===== src/rtl/bin2bcd_seq_if.sv =====
// Handshake and result bundle between a binary source and the BCD converter.
// The converter takes the slave side; the source/consumer takes the master side.
interface bin2bcd_seq_if #(
    parameter int BIN_WIDTH = 27,
    parameter int DIGITS    = 8
) ();
    logic                  i_start;
    logic [BIN_WIDTH-1:0]  i_bin;
    logic                  o_busy;
    logic                  o_done;
    logic [DIGITS*4-1:0]   o_digits;
    logic                  o_overflow;

    modport master (
        output i_start,
        output i_bin,
        input  o_busy,
        input  o_done,
        input  o_digits,
        input  o_overflow
    );

    modport slave (
        input  i_start,
        input  i_bin,
        output o_busy,
        output o_done,
        output o_digits,
        output o_overflow
    );
endinterface


===== src/rtl/bin2bcd_seq.sv =====
// Sequential binary-to-BCD converter (double dabble, one bit per clock).
// Result and overflow flag are held between commits so a downstream display never sees partial values.
module bin2bcd_seq #(
    parameter int BIN_WIDTH = 27,
    parameter int DIGITS    = 8
) (
    input  logic            i_clk_10mhz,
    input  logic            i_rst,
    bin2bcd_seq_if.slave    bus
);
    localparam int SW = DIGITS * 4;
    localparam int CW = $clog2(BIN_WIDTH + 1);

    typedef enum logic {IDLE, CONVERT} state_t;

    // 10^n at BIN_WIDTH+1 bits, saturating to all-ones so an unreachable
    // threshold can never match a BIN_WIDTH-bit input.
    function automatic logic [BIN_WIDTH:0] pow10_sat(input int n);
        logic [BIN_WIDTH+4:0] acc;
        logic [BIN_WIDTH+4:0] lim;
        acc    = '0;
        acc[0] = 1'b1;
        lim    = {4'b0000, {(BIN_WIDTH+1){1'b1}}};
        for (int i = 0; i < n; i++) begin
            acc = acc * (BIN_WIDTH+5)'(10);
            if (acc > lim) acc = lim;
        end
        return acc[BIN_WIDTH:0];
    endfunction

    localparam logic [BIN_WIDTH:0] LIMIT = pow10_sat(DIGITS);

    state_t                 state_q, state_d;
    logic [CW-1:0]          cnt_q, cnt_d;
    logic [SW-1:0]          scratch_q, scratch_d;
    logic [BIN_WIDTH-1:0]   bin_q, bin_d;
    logic                   sticky_q, sticky_d;
    logic                   cmp_q, cmp_d;
    logic [SW-1:0]          digits_q, digits_d;
    logic                   ovf_q, ovf_d;
    logic                   done_q, done_d;

    logic [SW-1:0]          adj;
    logic [SW-1:0]          shift_scr;
    logic [BIN_WIDTH-1:0]   shift_bin;
    logic [DIGITS-1:0]      nib_gt9;
    logic                   ovf_any;

    generate
        for (genvar gi = 0; gi < DIGITS; gi++) begin : g_nib
            assign adj[gi*4 +: 4] = (scratch_q[gi*4 +: 4] >= 4'd5) ?
                                    scratch_q[gi*4 +: 4] + 4'd3 :
                                    scratch_q[gi*4 +: 4];
            assign nib_gt9[gi] = (shift_scr[gi*4 +: 4] > 4'd9);
        end
    endgenerate

    assign shift_scr = {adj[SW-2:0], bin_q[BIN_WIDTH-1]};
    assign shift_bin = {bin_q[BIN_WIDTH-2:0], 1'b0};

    always_ff @(posedge i_clk_10mhz or posedge i_rst) begin
        if (i_rst) begin
            state_q   <= IDLE;
            cnt_q     <= '0;
            scratch_q <= '0;
            bin_q     <= '0;
            sticky_q  <= 1'b0;
            cmp_q     <= 1'b0;
            digits_q  <= '0;
            ovf_q     <= 1'b0;
            done_q    <= 1'b0;
        end else begin
            state_q   <= state_d;
            cnt_q     <= cnt_d;
            scratch_q <= scratch_d;
            bin_q     <= bin_d;
            sticky_q  <= sticky_d;
            cmp_q     <= cmp_d;
            digits_q  <= digits_d;
            ovf_q     <= ovf_d;
            done_q    <= done_d;
        end
    end

    always_comb begin
        state_d   = state_q;
        cnt_d     = cnt_q;
        scratch_d = scratch_q;
        bin_d     = bin_q;
        sticky_d  = sticky_q;
        cmp_d     = cmp_q;
        digits_d  = digits_q;
        ovf_d     = ovf_q;
        done_d    = 1'b0;
        ovf_any   = 1'b0;
        unique case (state_q)
            IDLE: begin
                if (bus.i_start) begin
                    bin_d     = bus.i_bin;
                    scratch_d = '0;
                    sticky_d  = 1'b0;
                    cmp_d     = ({1'b0, bus.i_bin} >= LIMIT);
                    cnt_d     = CW'(BIN_WIDTH);
                    state_d   = CONVERT;
                end
            end
            CONVERT: begin
                scratch_d = shift_scr;
                bin_d     = shift_bin;
                sticky_d  = sticky_q | adj[SW-1];
                cnt_d     = cnt_q - CW'(1);
                // Last iteration: commit the result in the same edge.
                if (cnt_q == CW'(1)) begin
                    state_d = IDLE;
                    done_d  = 1'b1;
                    ovf_any = sticky_d | cmp_q;
                    ovf_d   = ovf_any;
                    if (!ovf_any || (|nib_gt9)) digits_d = shift_scr;
                    else                        digits_d = {DIGITS{4'd9}};
                end
            end
            default: state_d = IDLE;
        endcase
    end

    assign bus.o_busy     = (state_q == CONVERT);
    assign bus.o_done     = done_q;
    assign bus.o_digits   = digits_q;
    assign bus.o_overflow = ovf_q;
endmodule


===== src/flat_wrapper.sv =====
// flat-port wrapper written by rule: the top's interface ports become plain ports
module bin2bcd_seq_flat 
#(
    parameter int BIN_WIDTH = 27,
    parameter int DIGITS    = 8
)
  (i_clk_10mhz, i_rst, bus_i_start, bus_i_bin, bus_o_busy, bus_o_done, bus_o_digits, bus_o_overflow);
  bin2bcd_seq_if #(.BIN_WIDTH(BIN_WIDTH), .DIGITS(DIGITS)) bus_i ();
  input  logic i_clk_10mhz;
  input  logic i_rst;
  input wire logic [$bits(bus_i.i_start)-1:0] bus_i_start;
  input wire logic [$bits(bus_i.i_bin)-1:0] bus_i_bin;
  output wire logic [$bits(bus_i.o_busy)-1:0] bus_o_busy;
  output wire logic [$bits(bus_i.o_done)-1:0] bus_o_done;
  output wire logic [$bits(bus_i.o_digits)-1:0] bus_o_digits;
  output wire logic [$bits(bus_i.o_overflow)-1:0] bus_o_overflow;
  assign bus_i.i_start = bus_i_start;
  assign bus_i.i_bin = bus_i_bin;
  assign bus_o_busy = bus_i.o_busy;
  assign bus_o_done = bus_i.o_done;
  assign bus_o_digits = bus_i.o_digits;
  assign bus_o_overflow = bus_i.o_overflow;
  bin2bcd_seq #(.BIN_WIDTH(BIN_WIDTH), .DIGITS(DIGITS)) u_core (.i_clk_10mhz(i_clk_10mhz), .i_rst(i_rst), .bus(bus_i));
endmodule

===== config.mk =====
export PLATFORM = sky130hd
export DESIGN_NAME = bin2bcd_seq_flat
export DESIGN_NICKNAME = d
export VERILOG_FILES = /design/src/rtl/bin2bcd_seq_if.sv /design/src/rtl/bin2bcd_seq.sv /design/src/flat_wrapper.sv
export SDC_FILE = /design/constraint.sdc
export NUM_CORES = 1
export LEC_CHECK = 0
export ABC_AREA = 0
export BUFFER_PORTS_ARGS = -buffer_cell sky130_fd_sc_hd__buf_2
export CAP_MARGIN = 40
export CORE_MARGIN = 2
export CORE_UTILIZATION = 42
export CTS_BUF_LIST = sky130_fd_sc_hd__clkbuf_2 sky130_fd_sc_hd__clkbuf_4 sky130_fd_sc_hd__clkbuf_8
export DETAILED_ROUTE_END_ITERATION = 8
export GPL_TIMING_DRIVEN = 0
export PLACE_DENSITY = 0.63
export REMOVE_ABC_BUFFERS = 1
export SYNTH_ARGS = -nofsm -noshare
export SYNTH_HDL_FRONTEND = slang
export SYNTH_SLANG_ARGS = --single-unit

===== constraint.sdc =====
create_clock -name i_clk_10mhz -period 3.52 [get_ports i_clk_10mhz]
set_input_delay 0 -clock i_clk_10mhz [delete_from_list [all_inputs] [get_ports i_clk_10mhz]]
set_output_delay 0 -clock i_clk_10mhz [all_outputs]
set_load 0.1 [all_outputs]

======== Word-level counts from Yosys, hierarchy flattened ========
Cells that the tools add are included.
W data, S select, Z words.
operators by class
  bitwise operators ....................... 3
  add/sub/neg operators ................... 9
  equality and inequality tests ........... 2
  reduce and logical (&&, ||, !) cells .... 5
  magnitude comparators ................... 17
  multiplexer cells ....................... 22
  div/mod/pow operators ................... 0
  shift operators ......................... 0
  multiply operators ...................... 0
operators with widths
  kind                    count
  $mux W32                2
  $pmux W32 S2            1
  $pmux W27 S2            1
  $add A4 B2 Y4 const B   8
  $ge A4 B3 Y1 const B    8
  $gt A4 B4 Y1 const B    8
  $mux W4                 8
  $ge A27 B27 Y1 const B  1
  $mux W27                1
  $pmux W5 S2             1
  $reduce_or A8 Y1        1
  $eq A5 B1 Y1 const B    1
  $mux W1                 5
  $mux W5                 1
  $sub A5 B1 Y5 const B   1
  $pmux W1 S2             2
  $reduce_and A2 Y1       2
  $ne A2 B2 Y1 const B    1
  $or A1 B1 Y1            2
  $logic_not A1 Y1        1
  $logic_or A1 B1 Y1      1
  $not A1 Y1              1
word-level totals
  memories ................................ 0
  input bits .............................. 30
  output and inout bits ................... 35
  register bits after elaboration ......... 101
  ROM bits ................................ 0
  memory bits (writable) .................. 0
  bits in latches ......................... 0

======== Depth between registers and ports, before layout ========
  word-level depth ........................ 7
  gate-level depth with buffers ........... 11
  gate-level depth less buffers ........... 8

======== Least setup slack after synthesis ========
OpenSTA, ideal clock, no wires.
  path kind ............................... reg-to-reg
  from .................................... reg u_core.state_q (netlist: u_core.bus.o_busy)
  to ...................................... reg u_core.digits_q[28] (netlist: u_core.bus.o_digits[28])
  data arrival time ....................... 2.466 ns
  stages on the path, launching flop included .. 10
  setup time .............................. 0.081 ns
  data required time ...................... 3.439 ns
  period minus slack after synthesis ...... 2.547 ns
  path slack .............................. 0.973 ns
  buffers on the path ..................... 3
  cells stage by stage .................... dfrtp_1 nand3_1 or2_2 clkbuf_1 inv_1 nand4_1 or4_1 buf_6 buf_12 o211ai_2
between the ends
  word-level cells in the longest chain between the ends .. 1
RTL lines
  what                                line               source
  from (decl)                         bin2bcd_seq.sv:33  state_t state_q, state_d;
  from (signal assigned)              bin2bcd_seq.sv:73  state_q <= state_d;
  $reduce_and A2 Y1 (no source line)  -
  to (signal assigned)                bin2bcd_seq.sv:79  digits_q <= digits_d;
  to (decl)                           bin2bcd_seq.sv:39  logic [SW-1:0] digits_q, digits_d;
No other way between the ends.
A chain may end at the register's enable or synchronous reset.

======== Final worst setup path ========
  from .................................... reg u_core.state_q (netlist: u_core.bus.o_busy)
  to ...................................... reg u_core.digits_q[7] (netlist: u_core.bus.o_digits[7])
The elaborated chain is that of the path after synthesis.

==> run summary <==
status: finished, final reports clean
grt ovf: 0
minimum clock period after layout: 3.23 ns
global-route wire length before repair: 19100 microns
fmax: 309 MHz
critical path's largest stage delay: 0.63 ns
vias in the first global route: 4135
Core Area: 12500 sq um
Post-synth top cells: nand2_1, dfrtp_1, o21ai_0, mux2i_1, a21oi_1
initial antenna violation count: 0
Starting Density: 0.426
WP data arrival: 3.52 ns
worst path required time: 3.81 ns
Syn Std Cell Area: 5310 sq um
setup violators final: 0
die area: 13500 sq um
CTS tree: built
Slew HR: 0.563
filler-free cell count of the finished design: 819
clock skew: 0.0110 ns
CP max FO: 98
number of synthesized register bits: 101
count leader, synth: nand2_1
largest cells by area after synthesis: dfrtp_1, mux2i_1, nand2_1
asr flop ratio synth: 1.00
Inst Count DP: 774
initial DRC count: 208
Cells after Synth: 563
width of the die: 116 microns
Worst R2R Setup Slack: 0.29 ns
hold depth: 2
Reg-to-Reg End: u_core.bus.o_digits[7]$_DFFE_PP0P_
CTS Root Buffer Type: clkbuf_8
Post CTS Setup Buffer Count: 0
Rows: 41
Worst Setup End Kind: register
boundary pin count: 65
HP Class: in2reg
max_cap viols: 0
Hold Path Origin: bus_i_start
fin. max-slew vios: 0
cells on worst reg2reg path: 9
Post-synth EDFFs: 0
fin crit share: 0.918
I/O Buffers: 64
synth unique cells: 48
RSZ-0062 raised after global routing: false
Tightest Pin Transition: 0.653 ns
Top delay family on crit path: simple AND/OR/NAND/NOR gates
CTS max path bufs: 2
top_reg_cell synth: dfrtp_1
cells along the critical path: buf_16 -> nand3_1 -> or2_4 -> clkinvlp_4 -> buf_8 -> nand4_1 -> or4_4 -> buf_6 -> o211ai_1
syn avg cell area: 9.42 sq um
P&R area growth vs syn: 19.0%
post-synth top area cell: dfrtp_1
CP Class: reg2reg
# DRC: 0
Worst-path clk slew: 0.10 ns
First-pass DRT Iterations: 5
routability cong.: 0.822
Die H: 116 microns
largest net degree at the start of global routing: 99
Worst-Skew Late Latency: 0.38 ns
Endpoint, Worst Hold: u_core.scratch_q[30]$_DFFE_PP0P_
Synth Warn #: 0
Crit-path slowest cell: dfrtp_4
Final #Nets: 690
Antenna Nets Post-Route: 0
Hold Vio Cnt, Final: 0
sequential-to-total area share from yosys stat: 0.476
Routed WL: 11300 microns
share of post-route cells with drive strength above 1: 0.170
CP bufs+invs: 4
worst flop-to-flop path startpoint: u_core.bus.o_busy$_DFF_PP0_
Vias/cell: 5.19
n_diodes: 0
DP Wirelength: 7700 microns
CTS Buf Count: 9
wire length per cell: 13.8 microns
clk sinks: 101
Startpoint Class: register
top cell type's share of synthesized area: 0.476
fill count: 1170
vias: 4253
gr usage total: 0.179
H-tree Lvls: 3
[worst max path at each step]
stage | startpoint | to | slack, ns | depth (start not counted)
floorplan | u_core.bus.o_busy$_DFF_PP0_ | u_core.bus.o_digits[11]$_DFFE_PP0P_ | -1.61 | 6
global placement | u_core.bus.o_busy$_DFF_PP0_ | u_core.bus.o_digits[7]$_DFFE_PP0P_ | -2.66 | 6
detailed placement | u_core.bus.o_busy$_DFF_PP0_ | u_core.bus.o_digits[7]$_DFFE_PP0P_ | -0.43 | 9
CTS | u_core.bus.o_busy$_DFF_PP0_ | u_core.bus.o_digits[7]$_DFFE_PP0P_ | 0.03 | 9
global route | u_core.bus.o_busy$_DFF_PP0_ | u_core.bus.o_digits[17]$_DFFE_PP0P_ | 0.06 | 9
finish | u_core.bus.o_busy$_DFF_PP0_ | u_core.bus.o_digits[7]$_DFFE_PP0P_ | 0.29 | 9
[flip-flops by register name, summed over array words and instances, names as in the netlist]
register,count
u_core.bus.o_digits,32
u_core.scratch_q,32
u_core.bin_q,27
u_core.cnt_q,5
u_core.bus.o_busy,1
u_core.bus.o_done,1
u_core.bus.o_overflow,1
u_core.cmp_q,1
u_core.sticky_q,1
[cell families after synthesis]
group                    after synthesis  share of synthesized area
buffers and inverters                 52                     0.0415
multiplexers                          40                     0.0755
AO/OA/AOI/OAI                        136                      0.156
adder cells (fa/ha/maj)               18                     0.0425
flip-flops                           101                      0.476
XOR/XNOR                              10                     0.0165
AND/OR/NAND/NOR                      206                      0.192
[repair_timing]
item	4_1_cts	5_1_grt
hold buffers	29	0
hold endpoints to repair	65	0
resized for setup	2	1
pin swaps	0	0
setup endpoints to repair	32	8
[placed cells by master, fill, tap and decap left out, drive strengths merged, types with 2 or more instances in the layout]
master,instances
nand2,108
dfrtp,101
buf,70
o21ai,59
mux2i,40
a21oi,39
dlygate4sd3,29
nand2b,25
inv,20
nor2,19
ha,18
nor3b,16
clkbuf,15
nand3,10
xnor2,9
o31ai,9
o211ai,9
nor3,8
a21o,5
nor4,5
a32o,4
o22ai,3
and3,3
and2b,2
a211oi,2
nand3b,2
nand4,2
or4,2
[metal layers]
metal / global-route usage / up-vias / wire length, microns / share of wire
li1: - / 2109 / - / -
met1: 0.222 / 2039 / 5100 / 0.45
met2: 0.310 / 94 / 5590 / 0.50
met3: 0.0436 / 11 / 468 / 0.041
met4: 0.0548 / 0 / 136 / 0.012
met5: 0 / - / 0 / 0
[stage by stage]
stage | worst slack (ns) | TNS, ns | utilization | area (sq um) | hold slack (ns)
global route | 0.0602 | 0 | 0.506 | 6310 | 0.154
global placement | -2.66 | -129.21 | 0.457 | 5700 | 0.249
detailed placement | -0.426 | -6.03 | 0.467 | 5820 | 0.0752
floorplan | -1.61 | -48.48 | - | 5160 | 0.0863
CTS | 0.0276 | 0 | 0.506 | 6310 | 0.140
finish | 0.288 | 0 | 0.506 | 6310 | 0.159
[layout make-up]
class | count | area (sq um) | share of cell area
timing repair buffer | 99 | 723 | 0.115
clock inverter | 1 | 5.00 | 0.000793
clock buffer | 15 | 188 | 0.0297
tap | 172 | 215 | 0.0341
sequential | 101 | 2530 | 0.401
inverter | 21 | 85.1 | 0.0135
multi-input combinational | 410 | 2560 | 0.406
Power is left out: the tool's default activity adds up to more than one toggle a clock period on the data nets, which glitch-free logic cannot reach.
